<file path="src/rtl/spike_aer_arbiter_pkg.sv">
// Shared SNN constants and the AER event record used by the spike arbiter
// and its neighbours in the neuron array.
package snn_pkg;

  localparam int N_DEF        = 8;
  localparam int TW_DEF       = 16;
  localparam int T_WINDOW_DEF = 250;
  localparam int AW_DEF       = $clog2(N_DEF);

  // Membrane potential width, shared with the neuron datapath.
  localparam int POT_W = 24;

  // One address event; 'time' is a keyword, so the stamp is called tstamp.
  typedef struct packed {
    logic [AW_DEF-1:0] addr;
    logic [TW_DEF-1:0] tstamp;
  } aer_event_t;

endpackage

</file>
<file path="src/rtl/spike_aer_arbiter_if.sv">
// Valid/ready address-event stream between the arbiter (master) and the
// downstream spike consumer (slave).
interface spike_aer_arbiter_if #(
  parameter int AW = snn_pkg::AW_DEF,
  parameter int TW = snn_pkg::TW_DEF
) ();

  logic          ev_valid;
  logic          ev_ready;
  logic [AW-1:0] ev_addr;
  logic [TW-1:0] ev_time;

  modport master (output ev_valid, output ev_addr, output ev_time, input ev_ready);
  modport slave  (input ev_valid, input ev_addr, input ev_time, output ev_ready);

endinterface

</file>
<file path="src/rtl/spike_aer_arbiter_rr_pick.sv">
// Combinational rotate-priority pick: first set request at or above ptr,
// wrapping past N-1 back to 0.
module spike_rr_pick
  import snn_pkg::*;
#(
  parameter int N  = N_DEF,
  parameter int AW = $clog2(N)
) (
  input  logic [N-1:0]  req,
  input  logic [AW-1:0] ptr,
  output logic [AW-1:0] gnt_idx,
  output logic          gnt_any
);

  // Neuron index examined at each search offset from ptr.
  logic [AW-1:0] idx [N];

  genvar gi;
  generate
    for (gi = 0; gi < N; gi++) begin : g_idx
      assign idx[gi] = AW'((int'(ptr) + gi) % N);
    end
  endgenerate

  // Scan from the farthest offset down so the nearest request wins.
  always_comb begin
    gnt_any = 1'b0;
    gnt_idx = '0;
    for (int k = N - 1; k >= 0; k--) begin
      if (req[idx[k]]) begin
        gnt_any = 1'b1;
        gnt_idx = idx[k];
      end
    end
  end

endmodule

</file>
<file path="src/rtl/spike_aer_arbiter.sv">
// Round-robin spike-to-AER serializer with timestep counter and drop count.
// Optional winner-take-all inhibit output enabled by macro SPIKE_AER_WTA_EN.
module spike_aer_arbiter
  import snn_pkg::*;
#(
  parameter int N        = N_DEF,
  parameter int AW       = $clog2(N),
  parameter int TW       = TW_DEF,
  parameter int T_WINDOW = T_WINDOW_DEF
) (
  input  logic                clk,
  input  logic                rst,
  input  logic                en,
  input  logic [N-1:0]        spike_in,
  spike_aer_arbiter_if.master ev,
  output logic [N-1:0]        inh_out,
  output logic                window_done,
  output logic [15:0]         drop_cnt
);

  logic [N-1:0]  pend_reg, pend_next, clr_vec, drop_vec;
  logic [AW-1:0] ptr_reg, ptr_next, gnt_idx;
  logic          gnt_any, slot_free, load, t_wrap;
  logic          ev_valid_reg;
  logic [AW-1:0] ev_addr_reg;
  logic [TW-1:0] ev_time_reg, t_cnt_reg;
  logic          window_done_reg;
  logic [15:0]   drop_cnt_reg, drop_cnt_next;
  logic [16:0]   drop_sum;

  spike_rr_pick #(.N(N), .AW(AW)) u_pick (
    .req     (pend_reg),
    .ptr     (ptr_reg),
    .gnt_idx (gnt_idx),
    .gnt_any (gnt_any)
  );

  assign slot_free = ~ev_valid_reg | ev.ev_ready;
  assign load      = en & slot_free & gnt_any;
  assign t_wrap    = (t_cnt_reg == TW'(T_WINDOW - 1));

  // A new spike on the clearing edge wins over the clear, so it is not a drop.
  genvar gi;
  generate
    for (gi = 0; gi < N; gi++) begin : g_bits
      assign clr_vec[gi]  = load & (gnt_idx == AW'(gi));
      assign drop_vec[gi] = en & spike_in[gi] & pend_reg[gi] & ~clr_vec[gi];
    end
  endgenerate

  assign pend_next = en ? ((pend_reg & ~clr_vec) | spike_in) : pend_reg;
  assign ptr_next  = load ? ((gnt_idx == AW'(N - 1)) ? '0 : gnt_idx + AW'(1)) : ptr_reg;

  // Add all drops of this edge to the counter, clamping at all-ones.
  always_comb begin
    drop_sum = {1'b0, drop_cnt_reg};
    for (int i = 0; i < N; i++) begin
      drop_sum = drop_sum + {16'd0, drop_vec[i]};
    end
    drop_cnt_next = drop_sum[16] ? 16'hFFFF : drop_sum[15:0];
  end

  // Pending bits, rotate pointer and drop counter.
  always_ff @(posedge clk) begin
    if (rst) begin
      pend_reg     <= '0;
      ptr_reg      <= '0;
      drop_cnt_reg <= '0;
    end else begin
      pend_reg     <= pend_next;
      ptr_reg      <= ptr_next;
      drop_cnt_reg <= drop_cnt_next;
    end
  end

  // Event slot: load takes priority, otherwise a handshake empties it.
  always_ff @(posedge clk) begin
    if (rst) begin
      ev_valid_reg <= 1'b0;
      ev_addr_reg  <= '0;
      ev_time_reg  <= '0;
    end else if (load) begin
      ev_valid_reg <= 1'b1;
      ev_addr_reg  <= gnt_idx;
      ev_time_reg  <= t_cnt_reg;
    end else if (ev_valid_reg & ev.ev_ready) begin
      ev_valid_reg <= 1'b0;
    end
  end

  // Timestep counter with a one-cycle pulse after each window wrap.
  always_ff @(posedge clk) begin
    if (rst) begin
      t_cnt_reg       <= '0;
      window_done_reg <= 1'b0;
    end else begin
      if (en) begin
        t_cnt_reg <= t_wrap ? '0 : t_cnt_reg + TW'(1);
      end
      window_done_reg <= en & t_wrap;
    end
  end

`ifdef SPIKE_AER_WTA_EN
  logic [N-1:0] inh_reg;

  // Inhibit every neuron except the winner for the cycle after a load.
  always_ff @(posedge clk) begin
    if (rst) begin
      inh_reg <= '0;
    end else begin
      inh_reg <= load ? ~clr_vec : '0;
    end
  end

  assign inh_out = inh_reg;
`else
  assign inh_out = '0;
`endif

  assign ev.ev_valid = ev_valid_reg;
  assign ev.ev_addr  = ev_addr_reg;
  assign ev.ev_time  = ev_time_reg;
  assign window_done = window_done_reg;
  assign drop_cnt    = drop_cnt_reg;

endmodule

</file>
<file path="src/flat_wrapper.sv">
// flat-port wrapper written by rule: the top's interface ports become plain ports
module spike_aer_arbiter_flat import snn_pkg::*;
#(
  parameter int N        = N_DEF,
  parameter int AW       = $clog2(N),
  parameter int TW       = TW_DEF,
  parameter int T_WINDOW = T_WINDOW_DEF
)
  (clk, rst, en, spike_in, inh_out, window_done, drop_cnt, ev_ev_valid, ev_ev_addr, ev_ev_time, ev_ev_ready);
  spike_aer_arbiter_if #(.AW(AW), .TW(TW)) ev_i ();
  input  logic clk;
  input  logic rst;
  input  logic en;
  input  logic [N-1:0] spike_in;
  output logic [N-1:0] inh_out;
  output logic window_done;
  output logic [15:0] drop_cnt;
  output wire logic [$bits(ev_i.ev_valid)-1:0] ev_ev_valid;
  output wire logic [$bits(ev_i.ev_addr)-1:0] ev_ev_addr;
  output wire logic [$bits(ev_i.ev_time)-1:0] ev_ev_time;
  input wire logic [$bits(ev_i.ev_ready)-1:0] ev_ev_ready;
  assign ev_ev_valid = ev_i.ev_valid;
  assign ev_ev_addr = ev_i.ev_addr;
  assign ev_ev_time = ev_i.ev_time;
  assign ev_i.ev_ready = ev_ev_ready;
  spike_aer_arbiter #(.N(N), .AW(AW), .TW(TW), .T_WINDOW(T_WINDOW)) u_core (.clk(clk), .rst(rst), .en(en), .spike_in(spike_in), .ev(ev_i), .inh_out(inh_out), .window_done(window_done), .drop_cnt(drop_cnt));
endmodule
</file>
<file path="config.mk">
export PLATFORM = sky130hd
export DESIGN_NAME = spike_aer_arbiter_flat
export DESIGN_NICKNAME = d
export VERILOG_FILES = /design/src/rtl/spike_aer_arbiter_pkg.sv /design/src/rtl/spike_aer_arbiter_if.sv /design/src/rtl/spike_aer_arbiter_rr_pick.sv /design/src/rtl/spike_aer_arbiter.sv /design/src/flat_wrapper.sv
export SDC_FILE = /design/constraint.sdc
export NUM_CORES = 1
export LEC_CHECK = 0
export ABC_AREA = 1
export CAP_MARGIN = 10
export CORE_UTILIZATION = 39
export CTS_CLUSTER_SIZE = 24
export DETAILED_ROUTE_END_ITERATION = 12
export PLACE_DENSITY = 0.62
export SYNTH_ARGS = -nofsm -noshare
export SYNTH_HDL_FRONTEND = slang
export SYNTH_SLANG_ARGS = --single-unit
</file>
<file path="constraint.sdc">
create_clock -name clk -period 11.85 [get_ports clk]
set_clock_uncertainty 0.1 [all_clocks]
set_input_delay 3.555 -clock clk [delete_from_list [all_inputs] [get_ports clk]]
set_output_delay 3.555 -clock clk [all_outputs]
set_load 0.03 [all_outputs]
</file>
==> results.py <==
metrics = {
    "routing": {
        "vias": 3341,
        "drt_wl_total_um": 8660,
        "drt_pass1_iterations": 4,
        "drt-initial-drc-count": 196,
        "ant_nets": 0,
        "via_per_inst": 5.02,
        "drc_errors": 0,
        "wl_per_cell_um": 13.0,
    },
    "sta": {
        "post-route-period-util_pct": 76.4,
        "fmax_ghz": 0.110,
        "setup_viol": 0,
        "hold_viol": 0,
        "slew_headroom_pct": 45.7,
        "worstMarginPinSlew_ns": 0.812,
        "rsz0062_at_grt": "no",
        "slew_violations": 0,
        "period_needed_ns": 9.06,
        "tns_ns": 0,
    },
    "finish": {
        "final_nets": 585,
        "final_cells": 666,
        "final_common_cell": "nand2_1",
        "n_antenna_cell": 0,
        "postLayoutCoreUtil_pct": 49.0,
        "drive_above_1_share_pct": 6.63,
        "nFillCells": 874,
        "layout_common_cells": "nand2_1, inv_1, dfxtp_1, a21oi_1, clkdlybuf4s50_1",
        "area_growth_pct": 19.1,
    },
    "floorplanning": {
        "rows": 34,
        "fp.dieArea_um2": 9780,
        "pin_count": 57,
        "coreArea_um2": 8890,
        "fp.dieH_um": 98.9,
        "dieWidth_um": 98.9,
        "start_util_pct": 41.2,
    },
    "clock_network": {
        "cts_buffer_depth": 2,
        "cts_inserted_buffers": 9,
        "post_cts_resized": 0,
        "cts_root_buffer": "clkbuf_8",
        "cts_setup_buffers": 0,
        "clk_latency_ns": 0.34,
        "cts_tree": "done",
        "cts_sinks": 64,
        "path_clk_slew_ns": 0.06,
        "htreeDepth": 3,
        "postCtsHoldBufs": 0,
    },
    "setup_path": {
        "cpPeakStageDelay_ns": 0.60,
        "required_ns": 12.03,
        "critical_path_buf_inv_count": 10,
        "path_class": "input pin to flop",
        "crit_family": "adder cells",
        "worstSetupStartpointType": "input pin",
        "cpMostUsedCell": "inv_1",
        "cp-end-kind": "flop",
        "cpMaxStageDelayCell": "nor2_4",
        "arrival_ns": 9.23,
        "crit_fanout": 40,
    },
    "pwr": {
        "p_per_area_nw_per_um2": 228,
        "leakagePower_uw": 0.00189,
        "p_total_uw": 993,
        "ir_drop_v": 0.0000759,
    },
    "global_route": {
        "grt_antenna_before_repair": 0,
        "grt_pass1_wl_um": 14500,
        "grt_overflow_total": 0,
        "grt_max_degree": 41,
        "track_usage_pct": 18.6,
        "grt_pass1_vias": 3093,
    },
    "worst_hold_path": {
        "hp-class": "flop to flop",
    },
    "placement": {
        "dp_hpwl_um": 6610,
        "gp_congestion": 0.901,
        "placed_cells": 651,
        "portBuffers": 48,
    },
    "logic_synthesis": {
        "yosys_warnings": 0,
        "synth_top_area_share_pct": 35.0,
        "avgSynthCellArea_um2": 7.13,
        "synth_area_leader_cell": "dfxtp_1",
        "netlist_top_cells_area": "dfxtp_1, nand2_1, a21oi_1, inv_1, nand3_1",
        "syn_area_um2": 3660,
        "synth.distinct_cells": 40,
        "synthCells": 513,
        "synth-seq-cells": 64,
        "ys_seq_area_share_pct": 35.0,
    },
    "job": {
        "maxCapViolations": 0,
    },
    "outcome": {
        "outcome": "finished clean",
    },
}
-- where the power goes --
group          internal [uW]  total [uW]  switching [uW]
registers                246         276            29.4
logic                    176         508             332
clock network            129         209            80.8
total                    551         993             442
-- stage by stage --
stage,setup WS (ns),area (um^2),hold slack (ns)
after floorplan,3.84,3690,0.364
after global placement,2.60,4140,0.391
after detailed placement,2.47,4140,0.390
after CTS,2.80,4360,0.403
after global routing,2.24,4360,0.436
final,2.79,4360,0.404
-- worst paths after layout --
check	cells after the start	startpoint	to	slack (ns)
max reg2reg	35	u_core.ptr_reg[0]	u_core.drop_cnt[14]	4.86
min reg2reg	2	u_core.drop_cnt[12]	u_core.drop_cnt[12]	0.40
max	29	en	u_core.drop_cnt[14]	2.79
min	2	u_core.drop_cnt[12]	u_core.drop_cnt[12]	0.40
-- synthesized netlist by cell type (all sizes together) --
cell and count:
a21o 1, clkbuf 9, o31ai 3, a211oi 3, a21oi 52, dfxtp 64
nor3 12, ha 14, buf 17, and2 2, inv 70, nand3 50
a21boi 1, a31oi 3, fa 5, o21a 2, nor4 7, nand4 14
xor2 7, a221oi 1, o2111a 1, or2 2, nor2 35, nand2 100
conb 1, o21ai 34, xnor2 3
-- layer usage --
| layer | wire (um) | track usage [%] | up-vias |
|---|---|---|---|
| met1 | 4190 | 24.7 | 1484 |
| met3 | 258 | 2.70 | 16 |
| li1 | - | - | 1773 |
| met5 | 0 | 0 | - |
| met2 | 4040 | 29.8 | 68 |
| met4 | 177 | 8.38 | 0 |
-- logic make-up after synthesis --
family / Yosys count / synth area share [%]
AOI/OAI and AO/OA: 101 / 15.1
DFF: 64 / 35.0
xor gates and xnor gates: 10 / 2.39
adders and majority gates: 19 / 7.52
buffers and inverters: 96 / 11.9
other: 1 / 0.102
and+or+nand+nor: 222 / 28.0
-- area by class of cell --
type | instances | area, um^2 | share of cell area (%)
clock buffer | 12 | 155 | 3.56
clock inverter | 3 | 65.1 | 1.49
inverter | 70 | 268 | 6.14
multi-input combinational | 360 | 1970 | 45.1
sequential | 64 | 1280 | 29.4
tap | 108 | 135 | 3.10
timing repair buffer | 49 | 488 | 11.2
-- worst min-delay path, stage by stage (launching register included) --
cell and delay, ns:
dfxtp_1 0.32, inv_1 0.07, a211oi_1 0.07
(Power assumes the default switching activity.)
